### src/rtl/multicycle_control.sv
// Multi-cycle RV32I main control FSM: FETCH/DECODE/EXEC/MEM/WB with a sticky trap state.
// Moore outputs on (state, opcode); FETCH strobes are qualified by mem_ready; all outputs are forced low while rst is high.
module multicycle_control #(
  parameter int ALUOP_W = 2,
  parameter int TIMEOUT = 16
) (
  input  logic               clk,
  input  logic               rst,
  input  logic [6:0]         opcode,
  input  logic               mem_ready,
  output logic               mem_req,
  output logic               mem_we,
  output logic               iord,
  output logic               ir_write,
  output logic               pc_write,
  output logic               pc_write_c,
  output logic [1:0]         pc_src,
  output logic [1:0]         alu_src_a,
  output logic [1:0]         alu_src_b,
  output logic [ALUOP_W-1:0] alu_op,
  output logic               reg_write,
  output logic [1:0]         wb_sel,
  output logic               trap,
  output logic [1:0]         trap_cause
);

  typedef enum logic [2:0] {
    S_FETCH  = 3'd0,
    S_DECODE = 3'd1,
    S_EXEC   = 3'd2,
    S_MEM    = 3'd3,
    S_WB     = 3'd4,
    S_TRAP   = 3'd5
  } state_t;

  localparam logic [6:0] OP_R     = 7'b0110011;
  localparam logic [6:0] OP_I     = 7'b0010011;
  localparam logic [6:0] OP_LOAD  = 7'b0000011;
  localparam logic [6:0] OP_STORE = 7'b0100011;
  localparam logic [6:0] OP_BR    = 7'b1100011;
  localparam logic [6:0] OP_JAL   = 7'b1101111;
  localparam logic [6:0] OP_JALR  = 7'b1100111;
  localparam logic [6:0] OP_LUI   = 7'b0110111;
  localparam logic [6:0] OP_AUIPC = 7'b0010111;

  localparam int CNT_W = (TIMEOUT < 2) ? 1 : $clog2(TIMEOUT + 1);
  localparam int LIM   = (TIMEOUT > 0) ? TIMEOUT - 1 : 0;

  state_t           r_state;
  state_t           w_state_nxt;
  logic [CNT_W-1:0] r_cnt;
  logic [CNT_W-1:0] w_cnt_nxt;
  logic [1:0]       r_cause;
  logic [1:0]       w_cause_nxt;
  logic             w_legal;
  logic             w_timeout;
  logic             w_is_store;

  always_ff @(posedge clk or posedge rst) begin
    if (rst) begin
      r_state <= S_FETCH;
      r_cnt   <= '0;
      r_cause <= 2'b00;
    end else begin
      r_state <= w_state_nxt;
      r_cnt   <= w_cnt_nxt;
      r_cause <= w_cause_nxt;
    end
  end

  always_comb begin
    w_legal = 1'b0;
    case (opcode)
      OP_R, OP_I, OP_LOAD, OP_STORE, OP_BR,
      OP_JAL, OP_JALR, OP_LUI, OP_AUIPC: w_legal = 1'b1;
      default:                           w_legal = 1'b0;
    endcase
  end

  assign w_is_store = (opcode == OP_STORE);
  // The limit is hit on the cycle whose increment would bring the count to TIMEOUT.
  assign w_timeout  = (TIMEOUT != 0) && !mem_ready && (r_cnt == CNT_W'(LIM));

  always_comb begin
    w_state_nxt = r_state;
    w_cause_nxt = r_cause;
    mem_req     = 1'b0;
    mem_we      = 1'b0;
    iord        = 1'b0;
    ir_write    = 1'b0;
    pc_write    = 1'b0;
    pc_write_c  = 1'b0;
    pc_src      = 2'd0;
    alu_src_a   = 2'd0;
    alu_src_b   = 2'd0;
    alu_op      = '0;
    reg_write   = 1'b0;
    wb_sel      = 2'd0;
    trap        = 1'b0;
    trap_cause  = 2'b00;

    case (r_state)
      S_FETCH: begin
        mem_req   = 1'b1;
        alu_src_b = 2'd1;
        if (mem_ready) begin
          ir_write    = 1'b1;
          pc_write    = 1'b1;
          w_state_nxt = S_DECODE;
        end else if (w_timeout) begin
          w_state_nxt = S_TRAP;
          w_cause_nxt = 2'b10;
        end
      end
      S_DECODE: begin
        alu_src_b = 2'd2;
        if (w_legal) begin
          w_state_nxt = S_EXEC;
        end else begin
          w_state_nxt = S_TRAP;
          w_cause_nxt = 2'b01;
        end
      end
      S_EXEC: begin
        w_state_nxt = S_WB;
        case (opcode)
          OP_R: begin
            alu_src_a = 2'd1;
            alu_op    = ALUOP_W'(2);
          end
          OP_I: begin
            alu_src_a = 2'd1;
            alu_src_b = 2'd2;
            alu_op    = ALUOP_W'(2);
          end
          OP_LOAD, OP_STORE: begin
            alu_src_a   = 2'd1;
            alu_src_b   = 2'd2;
            w_state_nxt = S_MEM;
          end
          OP_BR: begin
            alu_src_a   = 2'd1;
            alu_op      = ALUOP_W'(1);
            pc_write_c  = 1'b1;
            pc_src      = 2'd1;
            w_state_nxt = S_FETCH;
          end
          OP_JAL: begin
            pc_write = 1'b1;
            pc_src   = 2'd2;
          end
          OP_JALR: begin
            alu_src_a = 2'd1;
            alu_src_b = 2'd2;
            pc_write  = 1'b1;
            pc_src    = 2'd2;
          end
          OP_LUI: begin
            alu_src_a = 2'd2;
            alu_src_b = 2'd2;
          end
          default: begin
            alu_src_b = 2'd2;
          end
        endcase
      end
      S_MEM: begin
        mem_req = 1'b1;
        iord    = 1'b1;
        mem_we  = w_is_store;
        if (mem_ready) begin
          w_state_nxt = w_is_store ? S_FETCH : S_WB;
        end else if (w_timeout) begin
          w_state_nxt = S_TRAP;
          w_cause_nxt = 2'b10;
        end
      end
      S_WB: begin
        reg_write   = 1'b1;
        w_state_nxt = S_FETCH;
        if (opcode == OP_LOAD) begin
          wb_sel = 2'd1;
        end else if (opcode == OP_JAL || opcode == OP_JALR) begin
          wb_sel = 2'd2;
        end
      end
      S_TRAP: begin
        trap       = 1'b1;
        trap_cause = r_cause;
      end
      default: begin
        w_state_nxt = S_FETCH;
      end
    endcase

    // Reset silences the memory port immediately, not at the next edge.
    if (rst) begin
      mem_req    = 1'b0;
      mem_we     = 1'b0;
      iord       = 1'b0;
      ir_write   = 1'b0;
      pc_write   = 1'b0;
      pc_write_c = 1'b0;
      pc_src     = 2'd0;
      alu_src_a  = 2'd0;
      alu_src_b  = 2'd0;
      alu_op     = '0;
      reg_write  = 1'b0;
      wb_sel     = 2'd0;
      trap       = 1'b0;
      trap_cause = 2'b00;
    end
  end

  always_comb begin
    w_cnt_nxt = r_cnt;
    if ((w_state_nxt != r_state) && (w_state_nxt == S_FETCH || w_state_nxt == S_MEM)) begin
      w_cnt_nxt = '0;
    end else if ((TIMEOUT != 0) && (r_state == S_FETCH || r_state == S_MEM) && !mem_ready) begin
      w_cnt_nxt = r_cnt + 1'b1;
    end
  end

endmodule
### config.mk
export PLATFORM = sky130hd
export DESIGN_NAME = multicycle_control
export DESIGN_NICKNAME = d
export VERILOG_FILES = /design/src/rtl/multicycle_control.sv
export SDC_FILE = /design/constraint.sdc
export NUM_CORES = 1
export LEC_CHECK = 0
export ABC_AREA = 1
export CORE_MARGIN = 4
export CORE_UTILIZATION = 48
export DETAILED_ROUTE_END_ITERATION = 6
export HOLD_SLACK_MARGIN = 0.06
export PLACE_DENSITY = 0.83
export SETUP_SLACK_MARGIN = 0.4
export SLEW_MARGIN = 20
export SYNTH_ARGS = -nofsm -noshare
export SYNTH_HDL_FRONTEND = slang
export SYNTH_SLANG_ARGS = --single-unit
export TNS_END_PERCENT = 30
### constraint.sdc
create_clock -name clk -period 4.34 [get_ports clk]
set_input_delay 0.434 -clock clk [delete_from_list [all_inputs] [get_ports clk]]
set_output_delay 0.434 -clock clk [all_outputs]
set_load 0.05 [all_outputs]
Word level (Yosys, flattened, before mapping)
Index checks and enable logic that the tools add are counted.

Memory bits (writable): 0. Bits in latches: 0. Bits in registers: 10. Output and inout port bits: 20. Logic and storage cells: 94. ROM bits: 0. Memories: 0. Input port bits: 10.

Muxes and demuxes: 51. $mul: 0. Equal/unequal tests: 20. Reduce and logical (&&, ||, !) cells: 19. Shifts and indexed selects: 0. Bitwise gates (word level): 0. Div/mod/pow operators: 0. Order comparisons: 0. Add/subtract/negate cells: 1.

Operators with widths (count): $mux 2 (17); $eq 7x6->1 const B (3); $eq 7x7->1 const B (3); $mux 1 (19); $pmux 2 s2 (4); $mux 3 (5); $pmux 3 s5 (1); $eq 7x5->1 const B (2); $mux 5 (2); $eq 3x2->1 const B (3); $reduce_or 9->1 (1); $reduce_or 2->1 (4); $eq 7x2->1 const B (1); $eq 3x3->1 const B (2); $logic_not 3->1 (2); $pmux 2 s3 (1); $pmux 3 s2 (1); $reduce_or 6->1 (1); $add 5x1->5 const B (1); $eq 5x4->1 const B (1); $ne 2x2->1 const B (2); $reduce_and 4->1 (1); $reduce_bool 2->1 (2); $eq 3x1->1 const B (1); 7 further kinds (11).

Depth between registers and ports, before layout
Depth in word-level cells: 9. Gate-level depth with buffers: 15. Depth with buffers taken out: 15.

Least setup slack after synthesis
OpenSTA, ideal clock, no wires.

Path type: reg2out. Start point: reg r_state[0]. End point: out wb_sel[0]. Buffers on the path: 0. Data arrival time: 2.545 ns. Required time: 3.906 ns. Path slack: 1.361 ns. Cell stages (with the launch flop): 6. Path through: dfrtp_1 -> nor2_1 -> inv_1 -> nor3_1 -> inv_1 -> nor2_1.

Longest elaborated chain between the ends: 3.

RTL lines: start, declared (RTL line 49) `state_t r_state;`; start signal, assigned (RTL line 65) `r_state <= w_state_nxt;`; $eq 3x3->1 (RTL line 102) `case (r_state)`; $mux 2 (RTL line 102); $mux 2 (RTL line 197) `if (rst) begin`; end, declared (RTL line 22) `output logic [1:0] wb_sel,`.

No other way between the ends.

Worst setup path in the final report
Start point: in rst. End point: out alu_src_a[1].

Longest elaborated chain between the ends: 1.

RTL lines: start, declared (RTL line 8) `input logic rst,`; $mux 2 (RTL line 197); end, declared (RTL line 18) `output logic [1:0] alu_src_a,`.

No other way between the ends.

==> summary.md <==
| Metric | Value |
|---|---|
| Worst vdd ir | 0.241 mV |
| Hold buffers post-CTS | 0 |
| All-Layer GR Usage | 0.181 |
| Clk pwr share | 0.155 |
| Library cells used by synthesis | 27 |
| Yosys warns | 0 |
| CTS buffer count | 3 |
| Post-synth top area cell | dfrtp_1 |
| Crit path top cell by count | clkdlybuf4s50_1 |
| Clock insertion delay at the later pin of the skew report | 0.28 ns |
| RSZ-0062 raised after global routing | no |
| IO Port Bufs | 29 |
| Psw | 0.271 mW |
| Clock skew | 0.00590 ns |
| Die H | 51.3 um |
| Critical path class | primary input to output pin |
| CP Data Required Time | 3.91 ns |
| HPWL Detailed | 1750 um |
| WL final | 2080 um |
| CP Launch Type | primary input |
| TNS Setup | 0 ns |
| CP endpoint kind | output pin |
| Routed vias | 962 |
| Sw Share | 0.490 |
| Share of flip-flops with an asynchronous set or reset | 1.00 |
| Number of synthesized flops with an enable pin | 0 |
| Final-stage net count | 188 |
| Layout area overhead | 37.7% |
| Clock root buffer | clkbuf_4 |
| Post-Place Cell Area | 0.00120 mm2 |
| Tcrit/Tclk final | 0.761 |
| Finished Cell Area | 0.00124 mm2 |
| Worst slew pin tran | 0.509 ns |
| P_leak | 0.620 nW |
| Setup violations, final | 0 |
| Clock Path Buffers | 2 |
| Number of setup buffers added after CTS | 0 |
| Die area | 0.00263 mm2 |
| GPL Wtd Cong | 0.862 |
| Area share of the largest cell type after synthesis | 0.279 |
| Grt total ovfl | 0 |
| Global-route wire length before repair | 3640 um |
| Final Hold Viols | 0 |
| Avg WL per Cell | 10.4 um |
| Most common cell after layout, fill and taps aside | inv_1 |
| Worst path cell trace | clkdlybuf4s50_1 > inv_1 > nand2_1 > nor4_1 > clkdlybuf4s50_1 |
| Status | finished clean |
| Initial antenna violation count | 0 |
| CTS clk-pin slew, worst paths | 0.06 ns |
| Antenna-violating nets left | 0 |
| Slew Limit Fails | 0 |
| TritonRoute pass-1 iters | 4 |
| Critical path arrival | 2.87 ns |
| FP Rows | 15 |
| Critical-path top delay cell | clkdlybuf4s50_1 |
| Post-CTS resize count | 0 |
| Pwr dens | 447 mW/mm2 |
| Post-route DRC | 0 |
| Type of the worst min-delay path | flip-flop to flip-flop |
| Diodes inserted | 0 |
| Largest net degree at the start of global routing | 13 |
| Cell area after synthesis | 898 um2 |
| Synth top area cells | dfrtp_1 28%, inv_1 13%, nand2_1 12% |
| Core Box Area | 0.00175 mm2 |
| Sequential power share | 0.245 |
| Initial Utilization | 0.515 |
| Cells after synthesis | 145 |
| Clock sink count | 10 |
| Mean Syn Cell Area | 6.20 um2 |
| Top_reg_cell synth | dfrtp_1 |
| I/O pin count | 30 |
| Critical path peak fanout | 12 |
| Max stage delay on crit path | 0.87 ns |
| Int Pwr | 0.282 mW |
| Register area share after synthesis | 0.279 |
| First DRT Iteration DRCs | 11 |
| Vias in the first global route | 902 |
| DR vias/cell | 4.81 |
| FF+latch count, synth | 10 |
| Minimum clock period | 3.30 ns |
| FMAX | 303 MHz |
| Number of max-cap violations | 0 |
| Most frequent cells in the layout | 30 x inv_1, 29 x nand2_1, 29 x clkdlybuf4s50_1 |
| Combinational share of power | 0.600 |
| Chip width | 51.3 um |
| Number of H-tree levels | 1 |
| Syn nets | 157 |
| CTS tree | yes |
| Layout cell share with drive strength beyond 1 | 0.0971 |
| Slew margin rel. | 0.660 |
| Final core utilization | 0.709 |
-- layer usage --
metal,track usage,vias up,wire length (um)
li1,-,503,-
met1,0.207,424,893
met2,0.313,28,1000
met3,0.0408,7,130
met4,0.0961,0,55
met5,0,-,0
-- critical path: cells and delay by family --
family / cells / cell delay, ns
buffers and inverters: 3 / 1.88
AND/OR/NAND/NOR: 2 / 0.55
-- worst paths after layout --
| check | start | endpoint | slack (ns) | cells after the start |
|---|---|---|---|---|
| min in group asynchronous | rst | r_state[1] | 0.74 | 2 |
| hold reg to reg | r_cause[1] | r_cause[1] | 0.53 | 2 |
| max in group asynchronous | rst | r_cause[0] | 3.31 | 2 |
| hold / removal | r_cause[1] | r_cause[1] | 0.53 | 2 |
| setup reg to reg | r_cnt[0] | r_cnt[3] | 2.54 | 12 |
| setup / recovery | rst | alu_src_a[1] | 1.04 | 5 |
-- final cells by class --
cell class                 instances  area [um2]
timing repair buffer              29         290
multi-input combinational        100         509
fill                             164         508
sequential                        10         250
clock buffer                       4        36.3
inverter                          32         120
tap                               25        31.3
-- Yosys cell counts, drive strengths merged (3+ instances only) --
library cell / count
dfrtp: 10
inv: 32
nand2: 33
nand3: 14
nor2: 27
nor3: 7
o21ai: 3
-- power groups by stage --
stage / Sequential, mW / Combinational [mW] / Clock [mW]
after floorplan: 0.134 / 0.253 / 0
after global placement: 0.136 / 0.328 / 0
final: 0.136 / 0.332 / 0.0855
after global routing: 0.139 / 0.370 / 0.0915
after CTS: 0.136 / 0.334 / 0.0878
after detailed placement: 0.138 / 0.332 / 0
-- registers in the layout (all words and copies together), names as in the netlist --
signal and count:
r_state 3, r_cnt 5, r_cause 2
-- cell families (layout without fill, tap and decap cells) --
kind of cell	after synthesis	after routing	share of synthesized area
and+or+nand+nor	85	85	0.439
buffers and inverters	35	65	0.155
AOI/OAI and AO/OA	10	10	0.0710
DFF	10	10	0.279
xor gates and xnor gates	3	3	0.0293
adders and majority gates	2	2	0.0279
-- metrics by stage --
stage	power, mW	hold slack (ns)	std cells	worst slack [ns]
after floorplan	0.387	0.282	145	1.36
after global placement	0.464	0.510	196	1.16
after detailed placement	0.470	0.519	196	1.00
after CTS	0.558	0.533	200	0.999
after global routing	0.601	0.585	200	0.749
final	0.553	0.534	200	1.04
Note: power is estimated with default switching activity, not from simulation.
